$ cat config.mk
export PLATFORM = sky130hd
export DESIGN_NAME = serial_sub_ctrl
export DESIGN_NICKNAME = d
export VERILOG_FILES = /design/src/rtl/serial_sub_ctrl.sv
export SDC_FILE = /design/constraint.sdc
export NUM_CORES = 1
export LEC_CHECK = 0
export ABC_AREA = 1
export CAP_MARGIN = 25
export CORE_MARGIN = 5
export CORE_UTILIZATION = 40
export CTS_CLUSTER_DIAMETER = 150
export CTS_CLUSTER_SIZE = 12
export DETAILED_ROUTE_END_ITERATION = 10
export PLACE_DENSITY = 0.66
export SYNTH_ARGS = -nofsm -noshare
export SYNTH_HDL_FRONTEND = slang
export SYNTH_SLANG_ARGS = --single-unit
$ cat constraint.sdc
create_clock -name clk -period 1.77 [get_ports clk]
set_clock_uncertainty 0.2 [all_clocks]
set_input_delay 0.354 -clock clk [delete_from_list [all_inputs] [get_ports clk]]
set_output_delay 0.354 -clock clk [all_outputs]
set_load 0.01 [all_outputs]
$ cat src/rtl/serial_sub_ctrl.sv
// rtl/serial_sub_ctrl.sv - bit-serial sequencer for an external single-bit full subtractor cell
// Feeds one operand bit pair per cycle LSB first, chaining the cell's borrow into the next bit.
module serial_sub_ctrl #(
  parameter int WIDTH = 8
) (
  input  logic             clk,
  input  logic             rst_n,
  input  logic             start,
  input  logic [WIDTH-1:0] a,
  input  logic [WIDTH-1:0] b,
  input  logic             bin,
  output logic             ready,
  output logic             busy,
  output logic             done,
  output logic [WIDTH-1:0] diff,
  output logic             bout,
  output logic             fs_a,
  output logic             fs_b,
  output logic             fs_bin,
  input  logic             fs_d,
  input  logic             fs_bo
);

  localparam int CW = (WIDTH > 1) ? $clog2(WIDTH) : 1;
  localparam logic [CW-1:0] CNT_LAST = CW'(WIDTH - 1);

  typedef enum logic [1:0] {
    IDLE = 2'd0,
    RUN  = 2'd1,
    DONE = 2'd2
  } state_t;

  state_t           state_q;
  logic [WIDTH-1:0] a_sh_q;
  logic [WIDTH-1:0] b_sh_q;
  logic [WIDTH-1:0] res_sh_q;
  logic             brw_q;
  logic [CW-1:0]    cnt_q;
  logic             ready_q;
  logic             busy_q;
  logic             done_q;
  logic [WIDTH-1:0] diff_q;
  logic             bout_q;
  logic             in_run;
  logic [WIDTH-1:0] res_d;

  assign in_run = (state_q == RUN);
  assign res_d  = {fs_d, res_sh_q[WIDTH-1:1]};

  // The cell is combinational, so its result for the bit on the flops is sampled this edge.
  assign fs_a   = in_run & a_sh_q[0];
  assign fs_b   = in_run & b_sh_q[0];
  assign fs_bin = in_run & brw_q;

  assign ready = ready_q;
  assign busy  = busy_q;
  assign done  = done_q;
  assign diff  = diff_q;
  assign bout  = bout_q;

  always_ff @(posedge clk or negedge rst_n) begin
    if (!rst_n) begin
      state_q  <= IDLE;
      a_sh_q   <= '0;
      b_sh_q   <= '0;
      res_sh_q <= '0;
      brw_q    <= 1'b0;
      cnt_q    <= '0;
      ready_q  <= 1'b1;
      busy_q   <= 1'b0;
      done_q   <= 1'b0;
      diff_q   <= '0;
      bout_q   <= 1'b0;
    end else begin
      case (state_q)
        IDLE: begin
          done_q <= 1'b0;
          if (start) begin
            a_sh_q  <= a;
            b_sh_q  <= b;
            brw_q   <= bin;
            cnt_q   <= '0;
            ready_q <= 1'b0;
            busy_q  <= 1'b1;
            state_q <= RUN;
          end
        end
        RUN: begin
          a_sh_q   <= a_sh_q >> 1;
          b_sh_q   <= b_sh_q >> 1;
          res_sh_q <= res_d;
          brw_q    <= fs_bo;
          if (cnt_q == CNT_LAST) begin
            diff_q  <= res_d;
            bout_q  <= fs_bo;
            busy_q  <= 1'b0;
            done_q  <= 1'b1;
            state_q <= DONE;
          end else begin
            cnt_q <= cnt_q + 1'b1;
          end
        end
        DONE: begin
          done_q  <= 1'b0;
          ready_q <= 1'b1;
          state_q <= IDLE;
        end
        default: begin
          state_q <= IDLE;
        end
      endcase
    end
  end

endmodule

### Yosys cells after proc, flatten, opt, wreduce, memory -nomap -nowiden

Index checks and enable logic that the tools add are counted.

* output and inout bits: 15
* bits in registers: 42
* input bits: 22
* logic and storage cells: 52

* reduce and logical (&&, ||, !) cells: 12
* eq/ne operators: 6
* add/subtract/negate cells: 1
* bitwise gates (word level): 3
* multiplexer cells: 19

Operators with widths (number)
* one-hot mux 8 bit (2 select lines): 2
* two-way mux 8 bit: 2
* AND reduction 2 bit: 5
* one-hot mux 1 bit (2 select lines): 4
* two-way mux 3 bit: 2
* one-hot mux 3 bit (2 select lines): 1
* AND reduction 3 bit: 2
* nonzero test 2 bit: 3
* two-way mux 1 bit: 5
* two-way mux 2 bit: 2
* inequality test 2 bit (second input constant): 2
* one-hot mux 2 bit (2 select lines): 1
* adder 3 x 1 -> 3 bit (second input constant): 1
* bitwise AND 1 bit: 3
* equality test 3 bit (second input constant): 1
* equality test 2 x 1 -> 1 bit (second input constant): 1
* equality test 2 bit (second input constant): 1
* zero test 2 bit: 1
* inequality test 2 x 1 -> 1 bit (second input constant): 1
* OR reduction 2 bit: 1

### Longest topological paths before layout

* depth after elaboration: 4
* depth in mapped cells: 6
* depth with buffers taken out: 6

### Worst setup path after synthesis

No wires, ideal clock.

* path kind: register to output
* start: register state_q[1]
* end: output fs_a
* slack: 174 ps
* data required time: 1216 ps
* cell stages (with the launch flop): 6
* data arrival time: 1042 ps
* path buffers: 2
* cell sequence: dfrtp_1 -> inv_2 -> nand2_1 -> buf_4 -> buf_2 -> nor2_1

* word-level cells in the longest chain between the ends: 2

RTL lines
* start: declaration: line 33 `state_t state_q;`
* start signal: assignment: line 63 `state_q <= IDLE;`
* start signal: assignment: line 85 `state_q <= RUN;`
* start signal: assignment: line 98 `state_q <= DONE;`
* equality test 2 x 1 -> 1 bit: line 47 `assign in_run = (state_q == RUN);`
* bitwise AND 1 bit: line 51 `assign fs_a = in_run & a_sh_q[0];`
* end: declaration: line 17 `output logic fs_a,`

No other way between the ends.

### Worst setup path after layout

* start: register diff_q[6] (netlist: diff[6])
* end: output diff[6]

RTL lines
* start: declaration: line 42 `logic [WIDTH-1:0] diff_q;`
* start signal: assignment: line 94 `diff_q <= res_d;`
* end: declaration: line 15 `output logic [WIDTH-1:0] diff,`

No word-level cell between the ends.

==> impl_metrics.yaml <==
outcome:
  status: "completed"
setup_path:
  worstPathRequired_ns: 1.22
  arrival_ns: 1.17
  crit_path_end_kind: "output pin"
  r2r-start: "cnt_q[0]"
  r2r_cells: 6
  critPathTopFamily: "buffers and inverters"
  worst-path-max-fanout: 2
  critPathKind: "reg2out"
  worstSetupStartpointType: "register"
  slowest_delay_ns: 0.54
  path_buf_inv: 1
  crit_chain: "clkdlybuf4s50_1"
  cp-startpoint: "diff[6]"
  cp-endpoint: "diff[6]"
  critical_path_depth: 1
  ff2ff_setup_slack_ns: 0.22
  slowest_stage: "clkdlybuf4s50_1"
  reg2reg_to: "cnt_q[1]"
place:
  numPortBuffers: 36
  hpwl_um: 2730
  gp_congestion: 0.720
yosys:
  ys_seq_area_frac: 0.531
  synth.ff_latch_count: 41
  avgSynthCellArea_um2: 7.90
  syn-cell-area_um2: 1940
  syn_inst: 245
  ys_types: 18
  yosysTopAreaCell: "dfrtp_1"
  netlist.area_leader.share: 0.517
  ys_warn_count: 0
  syn_nets: 270
  synth.area.top_cells: "dfrtp_1 (52%), nand2_1 (12%), nand3_1 (12%)"
floorplan:
  die_h_um: 79.6
  die-area_um2: 6330
  rows: 25
  fp.dieW_um: 79.6
  start_util: 0.410
  coreArea_um2: 4720
  ios: 37
layout:
  fin_nets: 310
  diodes: 0
  drive_gt1_frac: 0.0944
  area_delta_synth_final_pct: 31.7
timing:
  tightestPinTransition_ns: 0.382
  fin_crit_ns: 1.72
  maxSlewViolCount: 0
  hold_viol: 0
  fmax_mhz: 581
  hold_slack_ns: 0.272
  slew_headroom: 0.745
  setup_violations: 0
  fin_tns_setup_ns: 0
  rsz0062_at_grt: "no"
  timing.final.crit_share: 0.972
clocking:
  clk_pin_slew_ns: 0.07
  cts_tree: "done"
  root_buffer: "clkbuf_8"
  cts-buffers-inserted: 5
  ctsHtreeMaxLevel: 2
  clk_latency_ns: 0.28
  cts_sinks: 41
  clockBufferDepth: 2
power:
  finalPower_mw: 4.11
  p_leak_nw: 1.43
  p_per_area_nw_per_um2: 1610
  ir_drop_mv: 0.540
detailed_routing:
  detail-route-antenna-nets: 0
  drtPass1Iterations: 4
  drt_iter0_markers: 96
  drc: 0
  wl_per_cell_um: 11.3
  vias_per_cell: 4.46
  routed_wl_um: 3980
  vias: 1575
grt:
  antenna_found_initial: 0
  groute.usage.overall: 0.140
  grt_pass1_vias: 1551
  grt_max_degree: 40
  grt_pass1_wl_um: 6960
  gr-total-overflow: 0
run:
  cap_violations: 0
hold_path:
  hold_path.class: "reg2reg"
cells in the mapped netlist:
library cell,count
buf_1,1
buf_2,5
buf_4,1
buf_6,1
clkbuf_1,4
dfrtp_1,40
dfstp_2,1
ha_1,3
inv_1,46
inv_2,2
nand2_1,64
nand2_2,3
nand3_1,47
nand4_1,3
nor2_1,5
nor2_2,1
o21ai_0,6
o21ai_1,12
cell type report:
type	instances	area, um2
sequential	41	1030
timing repair buffer	45	468
clock inverter	1	30.0
clock buffer	7	86.3
fill	448	2170
tap	67	83.8
multi-input combinational	144	673
inverter	48	180
worst reg2reg max path: cells and delay by family (launching register included):
kind                     cells  cell delay, ns
AND/OR/NAND/NOR              4            0.38
flip-flops                   1            0.40
adder cells (fa/ha/maj)      2            0.47
timing repair:
item                                    4_1_cts  5_1_grt
pin swaps                                     0        0
buffers inserted                              0        0
gates resized for setup                       8       13
endpoints found under the hold margin        13        0
endpoints found under the setup margin       21       27
hold buffers                                  1        0
cells by family (layout without fill, tap and decap cells):
kind of cell / Yosys count / count (layout) / synth area share
DFF: 41 / 41 / 0.531
AOI/OAI and AO/OA: 18 / 18 / 0.0465
adders and majority gates: 3 / 3 / 0.0194
and+or+nand+nor: 123 / 123 / 0.278
buffers and inverters: 60 / 101 / 0.125
how the worst min path moves through the flow:
stage                     startpoint         to  slack (ns)  depth (start not counted)
after floorplan                rst_n  a_sh_q[0]       -0.14                          0
after global placement         rst_n    diff[5]        0.09                          1
after detailed placement       rst_n    diff[5]        0.10                          1
after CTS                       busy       busy        0.28                          2
after global routing            busy       busy        0.32                          2
final                           busy       busy        0.27                          2
power by group:
group	internal [mW]	leakage, nW	switching [mW]	total, mW
combinational	0.781	0.870	0.981	1.76
sequential	1.38	0.503	0.217	1.59
clock	0.460	0.0585	0.299	0.759
through the flow:
| step | setup WS, ns | cell area [um2] | utilization | cells |
|---|---|---|---|---|
| after floorplan | 0.174 | 1940 | - | 245 |
| after global placement | -0.0132 | 2410 | 0.510 | 344 |
| after detailed placement | -0.0466 | 2410 | 0.510 | 344 |
| after CTS | 0.00137 | 2540 | 0.537 | 353 |
| after global routing | 0.00136 | 2550 | 0.540 | 353 |
| final | 0.0490 | 2550 | 0.540 | 353 |
metal layers:
| metal | vias to the layer above | global-route usage | wire, um |
|---|---|---|---|
| li1 | 834 | - | - |
| met1 | 710 | 0.180 | 1890 |
| met2 | 27 | 0.226 | 1880 |
| met3 | 4 | 0.0384 | 168 |
| met4 | 0 | 0.0464 | 45 |
| met5 | - | 0 | 0 |
state kept, by name (all words and copies together) (netlist names):
| name | count |
|---|---|
| brw_q | 1 |
| done | 1 |
| busy | 1 |
| state_q | 2 |
| a_sh_q | 8 |
| res_sh_q | 7 |
| ready | 1 |
| cnt_q | 3 |
| diff | 8 |
| b_sh_q | 8 |
| bout | 1 |
placed cells by master (no fill, tap or decap), types with 3 or more instances in the layout:
master	count
nand4_1	3
o21ai_0	6
o21ai_1	12
nand3_1	47
nand2_1	63
dlymetal6s2s_1	7
nor2_1	5
clkbuf_8	6
dfrtp_1	40
ha_1	3
buf_4	4
inv_1	46
buf_12	3
clkdlybuf4s50_1	24
nand2_2	3
Power figures use the tool's default switching activity.
==> RTL edit (same settings) <==
Change the parameter `WIDTH` from 8 to 16.
--- a/src/rtl/serial_sub_ctrl.sv
+++ b/src/rtl/serial_sub_ctrl.sv
@@ -2,5 +2,5 @@
 // Feeds one operand bit pair per cycle LSB first, chaining the cell's borrow into the next bit.
 module serial_sub_ctrl #(
-  parameter int WIDTH = 8
+  parameter int WIDTH = 16
 ) (
   input  logic             clk,
Interface: changed (resized a, b and diff); port bits go from 37 to 61. No check against the original RTL was run, so the function may have changed too.
==> RTL edit against the unedited design <==
  * Largest cell class unchanged
  * Global-route usage rose by 0.71 points
  * Setup slack improved by 0.026 ns
  * Largest power group is now sequential cells
  * Total power rose by 75%
  * Area after synthesis rose by 82%
  * Combinational power rose by 57%
  * Cell area rose by 78%
  * Synthesized cell count rose by 87%
  * Highest routed layer unchanged
  * Wire length rose by 87%
  * Sequential cell count rose by 33
==> RTL edit: results <==
set metrics [dict create \
    result_of_the_run "complete, no violations" \
    finalWeightedCongestion 0.758 \
    core_area_mm2 0.00864 \
    sequential_cell_area_in_the_final_layout_mm2 0.00185 \
    critical-path-top-delay-family "flip-flops" \
    routed-wl-met3_um 419 \
    clk-insertion-delay-late_ns 0.34 \
    ys_top_cells_by_count "164 x nand2_1, 75 x inv_1, 73 x dfrtp_1" \
    hpwlAfterDp_um 5200 \
    synth-seq-cells 74 \
    fillerInstances 826 \
    grtUsageMet1 0.191 \
    share_of_total_power_in_sequential_cells 0.398 \
    hold_class "in2async" \
    cts_resized 36 \
    crit_fanout 8 \
    vdd_ir_drop_max_mv 0.692 \
    power_switching_mw 2.66 \
    numCtsBuffers 9 \
    synthesis.area_per_instance_um2 7.72 \
    grt_first_pass_wirelength_um 13400 \
    grt.met2_usage 0.239 \
    clock_power_share 0.217 \
    syn_to_final_growth_pct 28.8 \
    place_area_mm2 0.00429 \
    layout.clock.cell_area_share 0.0529 \
    use_met3 0.0528 \
    nonClockInverterCount 77 \
    layout.comb_gates.multi_input 281 \
    total_global_routing_track_utilization 0.147 \
]
RTL edit: changes by cell type in the layout (fill, tap and decap cells not counted), sizes merged, moves of 12 or more:
| cell | before | now |
|---|---|---|
| nand3 | 47 | 71 |
| dfrtp | 40 | 73 |
| inv | 48 | 77 |
| o21ai | 18 | 34 |
| buf | 10 | 23 |
| clkdlybuf4s50 | 24 | 36 |
| nand2 | 67 | 166 |
| dlygate4sd2 | 1 | 20 |
RTL edit: path summary, 6_finish.rpt:
kind / from / to / slack, ns / cells past startpoint
worst max-delay path: state_q[1] / fs_a / 0.08 / 4
worst max register to register: state_q[0] / a_sh_q[2] / 0.13 / 6
min in group clk: res_sh_q[6] / diff[5] / 0.27 / 2
max in group asynchronous: rst_n / diff[15] / 0.59 / 3
worst min register to register: res_sh_q[6] / diff[5] / 0.27 / 2
worst min-delay path: rst_n / res_sh_q[9] / 0.25 / 2
